--- config.mk ---
export PLATFORM = sky130hd
export DESIGN_NAME = regfile_sb
export DESIGN_NICKNAME = d
export VERILOG_FILES = /design/src/rtl/regfile_sb.sv
export SDC_FILE = /design/constraint.sdc
export NUM_CORES = 2
export LEC_CHECK = 0
export ABC_AREA = 1
export CORE_ASPECT_RATIO = 0.9
export CORE_MARGIN = 2
export CORE_UTILIZATION = 52
export DETAILED_ROUTE_END_ITERATION = 6
export PLACE_DENSITY = 0.71
export SLEW_MARGIN = 40
export SYNTH_ARGS = -nofsm -noshare
export SYNTH_HDL_FRONTEND = slang
export SYNTH_SLANG_ARGS = --single-unit
--- constraint.sdc ---
create_clock -name clk -period 42.4 [get_ports clk]
set_clock_uncertainty 0.15 [all_clocks]
set_input_delay 6.36 -clock clk [delete_from_list [all_inputs] [get_ports clk]]
set_output_delay 6.36 -clock clk [all_outputs]
set_load 0.01 [all_outputs]
--- src/rtl/regfile_sb.sv ---
// Integer register file with write-back bypass and a busy-bit scoreboard
// that stalls issue on RAW/WAW hazards against in-flight destinations.
module regfile_sb #(
  parameter int unsigned XLEN   = 32,
  parameter int unsigned AW     = 5,
  parameter int unsigned BYPASS = 1
) (
  input  logic             clk,
  input  logic             reset,
  input  logic [AW-1:0]    rs1_addr,
  input  logic [AW-1:0]    rs2_addr,
  input  logic             rs1_re,
  input  logic             rs2_re,
  output logic [XLEN-1:0]  rs1_data,
  output logic [XLEN-1:0]  rs2_data,
  input  logic             issue_valid,
  input  logic             issue_rd_we,
  input  logic [AW-1:0]    issue_rd,
  output logic             stall,
  input  logic [AW-1:0]    rd_addr,
  input  logic             rd_we,
  input  logic [XLEN-1:0]  rd_data_from_wb,
  output logic [(1<<AW)-1:0] busy
);

  localparam int unsigned NREGS = 1 << AW;
  localparam bit          FWD   = (BYPASS != 0);

  logic [XLEN-1:0]  regs [NREGS];
  logic [NREGS-1:0] busy_next;
  logic             wb_en;
  logic             fwd1;
  logic             fwd2;
  logic             fwdw;
  logic             hz1;
  logic             hz2;
  logic             hzw;
  logic             issue_fire;

  // Write-back qualifiers: x0 is never written, forwarding only when enabled
  assign wb_en = rd_we && (rd_addr != '0);
  assign fwd1  = FWD && rd_we && (rd_addr == rs1_addr);
  assign fwd2  = FWD && rd_we && (rd_addr == rs2_addr);
  assign fwdw  = FWD && rd_we && (rd_addr == issue_rd);

  // Read port 1: disabled or x0 read as zero, otherwise bypass or array
  always_comb begin
    rs1_data = '0;
    if (rs1_re && (rs1_addr != '0)) begin
      if (fwd1) rs1_data = rd_data_from_wb;
      else      rs1_data = regs[rs1_addr];
    end
  end

  // Read port 2: same rules as port 1
  always_comb begin
    rs2_data = '0;
    if (rs2_re && (rs2_addr != '0)) begin
      if (fwd2) rs2_data = rd_data_from_wb;
      else      rs2_data = regs[rs2_addr];
    end
  end

  // Hazard detection; a same-cycle write-back resolves the hazard when forwarded
  always_comb begin
    hz1        = rs1_re && (rs1_addr != '0) && busy[rs1_addr] && !fwd1;
    hz2        = rs2_re && (rs2_addr != '0) && busy[rs2_addr] && !fwd2;
    hzw        = issue_rd_we && (issue_rd != '0) && busy[issue_rd] && !fwdw;
    stall      = issue_valid && (hz1 || hz2 || hzw);
    issue_fire = issue_valid && !stall && issue_rd_we && (issue_rd != '0);
  end

  // Scoreboard next state: write-back clears, accepted issue sets (set wins)
  always_comb begin
    busy_next = busy;
    if (wb_en)      busy_next[rd_addr]  = 1'b0;
    if (issue_fire) busy_next[issue_rd] = 1'b1;
    busy_next[0] = 1'b0;
  end

  // Scoreboard register
  always_ff @(posedge clk or posedge reset) begin
    if (reset) busy <= '0;
    else       busy <= busy_next;
  end

  // Register array; entry 0 stays at its reset value of zero
  always_ff @(posedge clk or posedge reset) begin
    if (reset) begin
      for (int i = 0; i < NREGS; i++) regs[i] <= '0;
    end else if (wb_en) begin
      regs[rd_addr] <= rd_data_from_wb;
    end
  end

endmodule

# [Word level (Yosys, flattened, before mapping)]
# Index checks and enable logic that the tools add are counted.
[word_totals] ff_bits=1055 out_inout_bits=97
[op_classes] bitwise=6 n_eq_ne=3 order_cmp=10 n_reduce_logical=30 mux=25
[ops] cell="1024-bit bitwise mux" n=1
[ops] cell="32-bit two-way mux" n=11
[ops] cell="32-bit binary-select mux with 5-bit select" n=2
[ops] cell="32-bit demux with 5-bit select" n=1
[ops] cell="32-bit AND" n=1
[ops] cell="32-bit inverter" n=1
[ops] cell="32-bit OR" n=1
[ops] cell="5-bit by 6-bit less-than comparator with 1-bit output (second input constant)" n=4
[ops] cell="1-bit logical AND" n=20
[ops] cell="5-bit nonzero test" n=4
[ops] cell="6-bit >= comparator (second input constant)" n=3
[ops] cell="5-bit inverter with 6-bit output" n=3
[ops] cell="1-bit binary-select mux with 5-bit select" n=3
[ops] cell="5-bit equality test" n=3
[ops] cell="1-bit demux with 5-bit select" n=2
[ops] cell="5-bit by 1-bit >= comparator with 1-bit output (second input constant)" n=2
[ops] cell="6-bit by 1-bit less-than comparator with 1-bit output (second input constant)" n=1
[ops] cell="1-bit two-way mux" n=5
[ops] cell="1-bit zero test" n=4
[ops] cell="1-bit logical OR" n=2

# [Depth between registers and ports, before layout]
[logic_depth] ltp_word=12 ltp_mapped=16 depth_no_buf=14

# [Worst setup path before layout]
# Ideal clock, no wire load.
[synth_path] path_kind="input -> output" from="in rs2_addr[1]" to="out rs2_data[24]" t_arrival_ns=7.662 path_slack_ns=28.228 path_stages=9 required_ns=35.890 path_cell_list="buf_2 -> buf_4 -> nand2_1 -> clkbuf_1 -> inv_1 -> a211oi_1 -> nand3_1 -> nand3_1 -> o21ai_0"
[synth_via] elab_chain_len=6 word_cells_on_any_way=10 cone_classes="1 x eq/ne; 5 x mux; 1 x bitwise; 3 x reduce/logical"
[synth_rtl] item="start: declaration" line="11" rtl="input logic [AW-1:0] rs2_addr,"
[synth_rtl] item="5-bit inverter with 6-bit output (not written as such)" line="60" rtl="else rs2_data = regs[rs2_addr];"
[synth_rtl] item="32-bit binary-select mux with 5-bit select" line="60"
[synth_rtl] item="32-bit two-way mux (not written as such) (2 in a row)" line="60"
[synth_rtl] item="32-bit two-way mux" line="59" rtl="if (fwd2) rs2_data = rd_data_from_wb;"
[synth_rtl] item="32-bit two-way mux *" line="58" rtl="if (rs2_re && (rs2_addr != '0)) begin"
[synth_rtl] item="end: declaration" line="15" rtl="output logic [XLEN-1:0] rs2_data,"
# Mark *: on every way between the ends. The rest lies on a longest branch, timed or not. The select of a mux whose other input is x is not followed.

# [Final worst setup path]
[layout_path] from="in rs1_addr[1]" to="out rs1_data[29]"
[layout_via] elab_chain_len=6 word_cells_on_any_way=10 cone_classes="1 x eq/ne; 5 x mux; 1 x bitwise; 3 x reduce/logical"
[layout_rtl] item="start: declaration" line="10" rtl="input logic [AW-1:0] rs1_addr,"
[layout_rtl] item="5-bit inverter with 6-bit output (not written as such)" line="51" rtl="else rs1_data = regs[rs1_addr];"
[layout_rtl] item="32-bit binary-select mux with 5-bit select" line="51"
[layout_rtl] item="32-bit two-way mux (not written as such) (2 in a row)" line="51"
[layout_rtl] item="32-bit two-way mux" line="50" rtl="if (fwd1) rs1_data = rd_data_from_wb;"
[layout_rtl] item="32-bit two-way mux *" line="49" rtl="if (rs1_re && (rs1_addr != '0)) begin"
[layout_rtl] item="end: declaration" line="14" rtl="output logic [XLEN-1:0] rs1_data,"
# Marks and branches as above.

==> metrics.txt <==
status finished, final reports clean; CP cell instances buf_6, inv_4, nand2_8, inv_8, buf_4, nand2_1, nand4_1, o211ai_1, nand3_1, nand3_1, o31ai_1, clkdlybuf4s50_1; RSZ-0062 raised after global routing no; first-pass GRT wire length 345,000 um; synth warn 0; Initial Utilization 52.3%; gr ovfl total 0; # DRC 0; Critical Path AT 11.07 ns; crit path time final 17.58 ns; Hold Startpoint regs[998]; GP Congestion 0.927; Slowest-stage cell, CP buf_4; row cnt 115; Mapped Area 0.0572 mm^2; largest net degree at the start of global routing 136; setup violators final 0; drt initial violations 9,801; Syn Area/Cell 7.46 um^2; 1st-pass router iterations 7; top cell type by total area after synthesis dfrtp_1; Max Cap Viol 0; Power Density 47.0 mW/mm^2; WL final 230,000 um; Num CTS Buffers 111; root buffer cell clkbuf_16; Worst-path clk slew 0.06 ns; initial antenna violation count 9; clk buf depth 3; CTS tree done; CP max stage delay 0.77 ns; Crit. End Element output port; Die H 319 um; reg2reg start busy[3]; CTS Hold Buffers Added 0; Max VDD drop 0.0000414 V; fin nets 7,349; Sink Count 1,055; leakage 0.0276 uW; Synth top area share 46.2%; setup TNS 0 ns; cell mode on critical path nand3_1; Post-Syn Nets 7,726; IO Count 156; DR vias 57,800; asr flop ratio synth 100%; post-synthesis sequential area ratio 46.2%; area delta synth->final 9.54%; relative slew slack 29.9%; Main synth FF type dfrtp_1; cell count after synthesis 7,667; fraction of final layout cells with drive strength greater than 1 5.24%; Die Width 353 um; fill count 10,000; synth unique cells 32; PostCTS Resize Cnt 0; Total Routing Usage GR 40.1%; number of synthesized flops with an enable pin 0; Port Buffers 154; Pwr Total 2950 uW; Synth Register Bits 1,055; H-tree depth 3; Clk Latency, worst-skew pair 0.72 ns; fmax 0.0569 GHz; critical path's top delay family buffers and inverters; CP bufs+invs 5; Pins Over Slew Limit 0; Routed Antenna Nets 0; crit path from rs1_addr[1]; Post-CTS Setup Repair Bufs 0; Die ar. 0.113 mm^2; Min-Delay Path Class flip-flop to flip-flop; final core occ 57.3%; worst path required time 35.89 ns; dpl hpwl 128,000 um; crit start category input pin; Crit Path Category input pin to output port; final hold violations 0; Vias/cell 6.52; Core Area 0.109 mm^2; top post-synthesis cells by area dfrtp_1 (46%), o21ai_0 (15%), nand2_1 (11%); Worst-Margin Slew 1.05 ns; CP max FO 84; Tcrit/Tclk final 41.5%; mean routed wirelength per cell 26.0 um; vias in the first global route 53,600
cell usage after synthesis, types with 3 or more instances:
cell / n
o22ai_1: 59
nand2_2: 3
o21ai_1: 20
buf_1: 36
buf_4: 30
a21oi_1: 542
nor3_1: 15
nor2_2: 4
a22oi_1: 120
clkbuf_1: 504
o31ai_1: 6
o211ai_1: 242
buf_2: 176
nand4_1: 38
o21ai_0: 1766
nor3_2: 4
o221ai_1: 66
dfrtp_1: 1055
buf_6: 7
inv_1: 441
inv_2: 19
clkinv_1: 3
o2111ai_1: 27
nor2_1: 390
nand2_1: 1727
nand3_1: 359
where the power goes:
| part | internal (uW) | leakage (uW) | total, uW | switching, uW |
|---|---|---|---|---|
| Clock | 615 | 0.00193 | 1050 | 439 |
| Sequential | 1190 | 0.0135 | 1330 | 136 |
| Combinational | 195 | 0.0121 | 561 | 366 |
final timing paths:
kind / end / slack (ns) / depth (start not counted)
max in group asynchronous: regs[31] / 32.57 / 6
hold reg to reg: regs[998] / 0.25 / 0
setup / recovery: rs1_data[29] / 24.82 / 12
setup reg to reg: busy[7] / 39.91 / 11
hold / removal: regs[998] / 0.25 / 0
min in group asynchronous: regs[92] / 6.08 / 2
sequential cells by signal (all words and copies together), names as in the netlist:
signal,cells
busy,31
regs,1024
kinds of logic after synthesis:
logic type | synth area share (%)
AO/OA/AOI/OAI | 27.3
buffers and inverters | 8.67
flip-flops | 46.2
other | 0.00656
AND/OR/NAND/NOR | 17.8
per-stage QoR:
| step | cells | cell area [um^2] | hold WS [ns] | worst slack (ns) |
|---|---|---|---|---|
| 2_1_floorplan | 7667 | 57200 | 0.296 | 6.19 |
| 3_3_place_gp | 8634 | 58300 | 0.235 | 24.73 |
| 3_5_place_dp | 8637 | 58600 | 0.236 | 25.07 |
| 4_1_cts | 8845 | 62500 | 0.250 | 25.05 |
| 5_1_grt | 8851 | 62600 | 0.261 | 24.85 |
| 6_report | 8852 | 62600 | 0.249 | 24.82 |
layer usage:
layer / wire, um / part of all wire, % / GRT usage (%)
met3: 32300 / 14 / 11.3
met5: 87 / 0.038 / 0
met2: 96100 / 42 / 57.7
met4: 14100 / 6.1 / 21.6
met1: 87800 / 38 / 54.7
worst register-to-register path, cell delays in order (launching register included):
cell	delay (ns)
dfrtp_1	0.46
inv_1	0.10
nand2_1	0.05
nand3_1	0.11
nand2_1	0.10
inv_1	0.09
nand3_1	0.09
a21oi_1	0.23
nor2_1	0.15
nor2_4	0.59
nand3_1	0.20
nand2_1	0.10
cell usage in the layout, fill, tap and decap left out, types with 59 or more instances in the layout:
cell / count
o21ai_0: 1760
nand2_1: 1701
dfrtp_1: 1055
a21oi_1: 542
inv_1: 421
nor2_1: 387
nand3_1: 358
o211ai_1: 242
clkdlybuf4s50_1: 144
a22oi_1: 120
clkbuf_16: 114
buf_4: 68
o221ai_1: 66
o22ai_1: 59
layout make-up:
| class | count | area, um^2 | area share, % |
|---|---|---|---|
| antenna | 5 | 12.5 | 0.0200 |
| clock buffer | 164 | 3320 | 5.30 |
| clock inverter | 44 | 598 | 0.955 |
| inverter | 463 | 1790 | 2.86 |
| multi-input combinational | 5395 | 26000 | 41.6 |
| sequential | 1055 | 26400 | 42.2 |
| tap | 1462 | 1830 | 2.92 |
| timing repair buffer | 264 | 2630 | 4.20 |
(Power assumes the default switching activity.)
